`config.mk`:
```
export PLATFORM = sky130hd
export DESIGN_NAME = uart_rx_fifo
export DESIGN_NICKNAME = d
export VERILOG_FILES = /design/src/rtl/uart_rx_fifo.sv
export SDC_FILE = /design/constraint.sdc
export NUM_CORES = 1
export LEC_CHECK = 0
export CORE_ASPECT_RATIO = 0.7
export CORE_MARGIN = 5
export CORE_UTILIZATION = 60
export CTS_BUF_LIST = sky130_fd_sc_hd__clkbuf_16
export CTS_CLUSTER_DIAMETER = 30
export DETAILED_ROUTE_END_ITERATION = 6
export GPL_ROUTABILITY_DRIVEN = 0
export PLACE_DENSITY = 0.8
export SYNTH_ARGS = -nofsm -noshare
export SYNTH_HDL_FRONTEND = slang
export SYNTH_SLANG_ARGS = --single-unit
```
`constraint.sdc`:
```
create_clock -name clk -period 6.1 [get_ports clk]
set_input_delay 0.915 -clock clk [delete_from_list [all_inputs] [get_ports clk]]
set_output_delay 0.915 -clock clk [all_outputs]
set_load 0.01 [all_outputs]
```
`src/rtl/uart_rx_fifo.sv`:
```
// rtl/uart_rx_fifo.sv - UART receive byte FIFO with FWFT read port
// Overflow flag and saturating framing-error counter for diagnostics.
module uart_rx_fifo #(
  parameter int DEPTH    = 16,
  parameter bit DROP_ERR = 1'b1
) (
  input  logic                     clk,
  input  logic                     rst,
  input  logic [7:0]               rx_data,
  input  logic                     rx_done,
  input  logic                     rx_error,
  output logic [7:0]               rd_data,
  output logic                     rd_valid,
  input  logic                     rd_ready,
  output logic [$clog2(DEPTH):0]   count,
  output logic                     full,
  output logic                     overflow,
  input  logic                     ovf_clr,
  output logic [7:0]               err_cnt
);
  localparam int AW = $clog2(DEPTH);
  localparam logic [AW:0]   FULL_CNT = (AW+1)'(DEPTH);
  localparam logic [AW:0]   CNT_ONE  = (AW+1)'(1);
  localparam logic [AW-1:0] PTR_ONE  = AW'(1);

  logic [7:0]    mem [DEPTH];
  logic [AW-1:0] wp;
  logic [AW-1:0] rp;
  logic          wr;
  logic          rd;
  logic          wr_acc;

  assign rd_valid = (count != '0);
  assign full     = (count == FULL_CNT);
  assign rd_data  = mem[rp];

  assign wr     = rx_done & ~(rx_error & DROP_ERR);
  assign rd     = rd_valid & rd_ready;
  // A read in the same cycle frees the slot, so a full FIFO still accepts.
  assign wr_acc = wr & (~full | rd);

  always_ff @(posedge clk) begin
    if (rst && wr_acc) begin
      mem[wp] <= rx_data;
    end
  end

  always_ff @(posedge clk) begin
    if (!rst) begin
      wp       <= '0;
      rp       <= '0;
      count    <= '0;
      overflow <= 1'b0;
      err_cnt  <= 8'h00;
    end else begin
      if (wr_acc) begin
        wp <= wp + PTR_ONE;
      end
      if (rd) begin
        rp <= rp + PTR_ONE;
      end
      if (wr_acc && !rd) begin
        count <= count + CNT_ONE;
      end else if (rd && !wr_acc) begin
        count <= count - CNT_ONE;
      end
      // A lost byte outranks a clear arriving in the same cycle.
      if (wr && full && !rd) begin
        overflow <= 1'b1;
      end else if (ovf_clr) begin
        overflow <= 1'b0;
      end
      if (rx_done && rx_error && (err_cnt != 8'hFF)) begin
        err_cnt <= err_cnt + 8'h01;
      end
    end
  end
endmodule

```
; Word level (Yosys, flattened, before mapping)
; Memory sizes are Yosys's and may differ from the RTL's. A register that Yosys moved wholly into a read port is not among the register bits.
; Cells that the tools add are included.
[classes]
n_addsub = 5
n_mul = 0
div = 0
magnitude_cmp = 0
n_eq_ne = 2
shift = 0
mux = 8
bitwise_logic = 6
reduce_logical = 12
[ops]
columns = op, n
row1 = 5-bit 2-to-1 mux, 2
row2 = 4-bit by 1-bit adder with 4-bit output (second input constant), 2
row3 = 8-bit by 1-bit adder with 8-bit output (second input constant), 1
row4 = 4-bit 2-to-1 mux, 2
row5 = 8-bit != test (second input constant), 1
row6 = 1-bit logical AND, 7
row7 = 5-bit by 1-bit adder with 5-bit output (second input constant), 1
row8 = 5-bit equality test (second input constant), 1
row9 = 5-bit nonzero test, 1
row10 = 5-bit by 1-bit subtractor with 5-bit output (second input constant), 1
row11 = 1-bit 2-to-1 mux, 4
row12 = 2-bit nonzero test, 2
row13 = 1-bit bitwise AND, 3
row14 = 1-bit zero test, 2
row15 = 1-bit inverter, 2
row16 = 1-bit OR, 1
[totals]
ff_bits = 22
latch_bits = 0
ram_bits = 128
rom_bits = 0
in_bits = 14
output_inout_bits = 24
wordCells = 39
n_memories = 1
[memory_table]
columns = name, depth, width, read_ports, rd_ports_with_merged_regs, write_ports, line
row1 = mem, 16, 8, 1, 1, 1, 26  ; logic [7:0] mem [DEPTH];

; Longest topological paths before layout
[logic_depth]
ltp_word = 8
ltp_mapped = 10
ltp_nobuf = 10

; Least setup slack after synthesis
; Ideal clock, no wire load.
[synth_path]
kind = input to register
from = in rd_ready
to = reg count[4]
setup_ns = 0.072
arrival_ns = 2.521
t_required_ns = 6.028
path_slack_ns = 3.508
cell_stages = 10
n_path_buf = 0
path_cell_list = nand2b_1 -> o21ai_2 -> inv_2 -> ha_1 -> inv_1 -> ha_1 -> a21oi_1 -> a211oi_1 -> a31oi_1 -> mux2i_1
[synth_between]
elab_chain_len = 6
word_cells_on_any_way = 9
cone_classes = mux: 1 / bitwise: 3 / reduce/logical: 5
[synth_rtl]
columns = element, line
row1 = from (decl), 14  ; input logic rd_ready,
row2 = 1-bit bitwise AND (*), 38  ; assign rd = rd_valid & rd_ready;
row3 = 1-bit OR, 40  ; assign wr_acc = wr & (~full | rd);
row4 = 1-bit bitwise AND, 40
row5 = 1-bit zero test, 64  ; end else if (rd && !wr_acc) begin
row6 = 1-bit logical AND, 64
row7 = 2-bit nonzero test (no source line), -
row8 = to (signal assigned), 63  ; count <= count + CNT_ONE;
row9 = to (signal assigned), 65  ; count <= count - CNT_ONE;
row10 = to (decl), 15  ; output logic [$clog2(DEPTH):0] count,
; Mark *: on every way between the ends. The rest lies on a longest branch, timed or not.
; A chain may end at the register's enable or synchronous reset.

==> impl_metrics.env <==
export IMPL_clk_insertion_delay_late_ns=0.42
export IMPL_die_area_um2=12400
export IMPL_final_cell_mix="edfxtp_1 (128), clkdlybuf4s50_1 (37), nor2_1 (36)"
export IMPL_via_per_inst=6.29
export IMPL_cts_repair_resized=0
export IMPL_critPathMaxFanout=25
export IMPL_report_final_slew_viol_count=0
export IMPL_path_buf_inv=2
export IMPL_postRouteAntennaNets=0
export IMPL_core_um2=10200
export IMPL_ctsLongestPathBuffers=2
export IMPL_wl_per_cell_um=23.9
export IMPL_path_clk_slew_ns=0.06
export IMPL_synth_edf_count=128
export IMPL_cts_setup_buffers=0
export IMPL_synth_seq_cells=154
export IMPL_final_layout_size_suffix_gt1_share_pct=17.3
export IMPL_synthTopCellsByArea="edfxtp_1 (62%), mux4_2 (12%), dfxtp_1 (8.4%)"
export IMPL_crit_chain="buf_4 -> mux4_2 -> a22oi_1 -> nand2_1 -> clkdlybuf4s50_1"
export IMPL_tightest_slew_ns=1.31
export IMPL_grt_max_degree=33
export IMPL_root_buffer="clkbuf_16"
export IMPL_min_path_type="reg2reg"
export IMPL_setup_viol=0
export IMPL_clock_skew_ns=0.00886
export IMPL_fin_hold_ws_ns=0.496
export IMPL_critPathRequiredTime_ns=5.18
export IMPL_drtIter0Drc=334
export IMPL_wirelength_um=13200
export IMPL_max_stage_delay_ns=0.58
export IMPL_fin_cells=553
export IMPL_synth_area_um2=6170
export IMPL_syn_num_nets=388
export IMPL_status="complete, no violations"
export IMPL_cp_end_kind="output pin"
export IMPL_cap_violations=0
export IMPL_regToRegStartpoint="count[0]$_SDFFE_PN0P_"
export IMPL_ios=38
export IMPL_fin_crit_sh_pct=62.8
export IMPL_cts_htree_levels=4
export IMPL_die_w_um=131
export IMPL_fin_util_pct=71.4
export IMPL_ctsHoldBuffers=0
export IMPL_slew_headroom_pct=12.4
export IMPL_grt_pass1_wl_um=20100
export IMPL_antenna_found_initial=0
export IMPL_design_area_um2=7290
export IMPL_synth_cell_types=44
export IMPL_synth_cells=363
export IMPL_dp_hpwl_um=8240
export IMPL_yosysWarnings=0
export IMPL_worstPathArrival_ns=2.91
export IMPL_critical_path_class="reg2out"
export IMPL_dp_cells=521
export IMPL_drc=0
export IMPL_setup_tns_ns=0
export IMPL_start_util_pct=60.5
export IMPL_seq_area_frac_synth_pct=70.7
export IMPL_via_count=3478
export IMPL_grt_pass1_vias=3378
export IMPL_clock_fmax_mhz=261
export IMPL_synth_top_area_share_pct=62.3
export IMPL_cellPowerDensity_nw_per_um2=399
export IMPL_layout_commonest_cell="edfxtp_1"
export IMPL_fillCellCount=620
export IMPL_nets=433
export IMPL_ir_drop_mv=0.241
export IMPL_yosysTopAreaCell="edfxtp_1"
export IMPL_grt_ovfl_total=0
export IMPL_r2r_setup_slack_ns=3.27
export IMPL_synthFlopType="edfxtp_1"
export IMPL_hp_start="overflow$_SDFFE_PN0P_"
export IMPL_hold_violations=0
export IMPL_port_buffers=37
export IMPL_cts_buffers=17
export IMPL_slowest_stage="mux4_2"
export IMPL_syn2layout_area_growth_pct=18.0
export IMPL_rsz0062_at_grt="false"
export IMPL_dieHeight_um=94.9
export IMPL_synth_area_per_cell_um2=17.0
export IMPL_async_reset_ff_share_pct=0
export IMPL_cp_top_family="buffers and inverters"
export IMPL_antennaDiodeCount=0
export IMPL_cts_sinks=154
export IMPL_cts_tree="built"
export IMPL_placedInstanceArea_um2=6670
export IMPL_grt_use_total_pct=22.4
export IMPL_rows=31
export IMPL_p_leak_nw=2.39
export IMPL_min_period_ns=3.83
export IMPL_dr_pass1_iters=5
export IMPL_critPathLaunchType="flop"
==> path summary, 6_finish.rpt <==
check,end,depth (start not counted)
setup / recovery,rd_data[6],5
hold / removal,overflow$_SDFFE_PN0P_,2
setup reg to reg,count[4]$_SDFFE_PN0P_,10
hold reg to reg,overflow$_SDFFE_PN0P_,2
==> kinds of logic (layout without fill, tap and decap cells) <==
family / Yosys count / count (layout) / share of synthesized area, %
simple gates: 95 / 95 / 7.44
mux: 38 / 38 / 12.6
fa+ha+maj: 11 / 11 / 2.35
xor+xnor: 8 / 8 / 1.14
compound gates: 38 / 38 / 4.50
buf+inv: 19 / 77 / 1.24
flops: 154 / 154 / 70.7
==> cell usage after synthesis (2+ instances only) <==
| cell type | number |
|---|---|
| clkbuf_1 | 7 |
| nand4b_1 | 2 |
| nand2_1 | 20 |
| o21a_1 | 2 |
| a22oi_1 | 16 |
| mux2i_1 | 6 |
| nor2_1 | 36 |
| buf_1 | 2 |
| mux4_2 | 32 |
| and4_1 | 2 |
| xor2_1 | 5 |
| ha_1 | 10 |
| buf_2 | 4 |
| a31oi_1 | 3 |
| xnor2_1 | 3 |
| a21oi_1 | 4 |
| nand2b_1 | 5 |
| dfxtp_1 | 26 |
| nand4_1 | 2 |
| o211ai_1 | 3 |
| nor2b_1 | 4 |
| and3_1 | 2 |
| or3_1 | 2 |
| a211oi_1 | 2 |
| nor3_1 | 4 |
| o21ai_0 | 2 |
| nand3_1 | 8 |
| edfxtp_1 | 128 |
| inv_1 | 4 |
| and2_1 | 3 |
==> layout make-up <==
type                    instances  area (um2)  area share [%]
clock buffers                  17         425            5.84
clock inverters                15         190            2.61
inverters                       6        22.5           0.309
multi-input cells             190        1730            23.8
flip-flops and latches        154        4370            59.9
well taps                     132         165            2.27
repair buffers                 39         385            5.29
==> routing by layer <==
layer | track usage [%] | vias up | wire length, um
met1 | 29.9 | 1741 | 5310
met5 | 0 | - | 0
li1 | - | 1526 | -
met2 | 34.2 | 189 | 6260
met3 | 9.00 | 22 | 1450
met4 | 6.92 | 0 | 195
==> per-stage QoR <==
step / total power (W) / setup slack, ns
final: 0.00291 / 2.27
after global routing: 0.00302 / 2.09
after detailed placement: 0.00184 / 2.70
after global placement: 0.00183 / 2.69
after CTS: 0.00293 / 2.20
after floorplan: 0.00165 / 3.51
==> power by group <==
group	internal (W)	switching (W)	total (W)
Sequential	0.00117	0.0000482	0.00122
Clock	0.000652	0.000436	0.00109
Combinational	0.000322	0.000283	0.000604
==> state kept, by name, summed over array words and instances, names as in the netlist, named ones only <==
register and cells:
overflow 1, count 5, mem 128, err_cnt 8
rp 4, wp 4
==> worst register-to-register path: stages (launching register included) <==
cell and delay, ns:
dfxtp_1 0.38, or4_4 0.62, o21ai_2 0.29, inv_2 0.10, ha_1 0.20, inv_1 0.16, ha_1 0.30, a21oi_1 0.20
a211oi_1 0.10, a31oi_1 0.20, mux2i_1 0.20
Note: power is estimated with default switching activity, not from simulation.
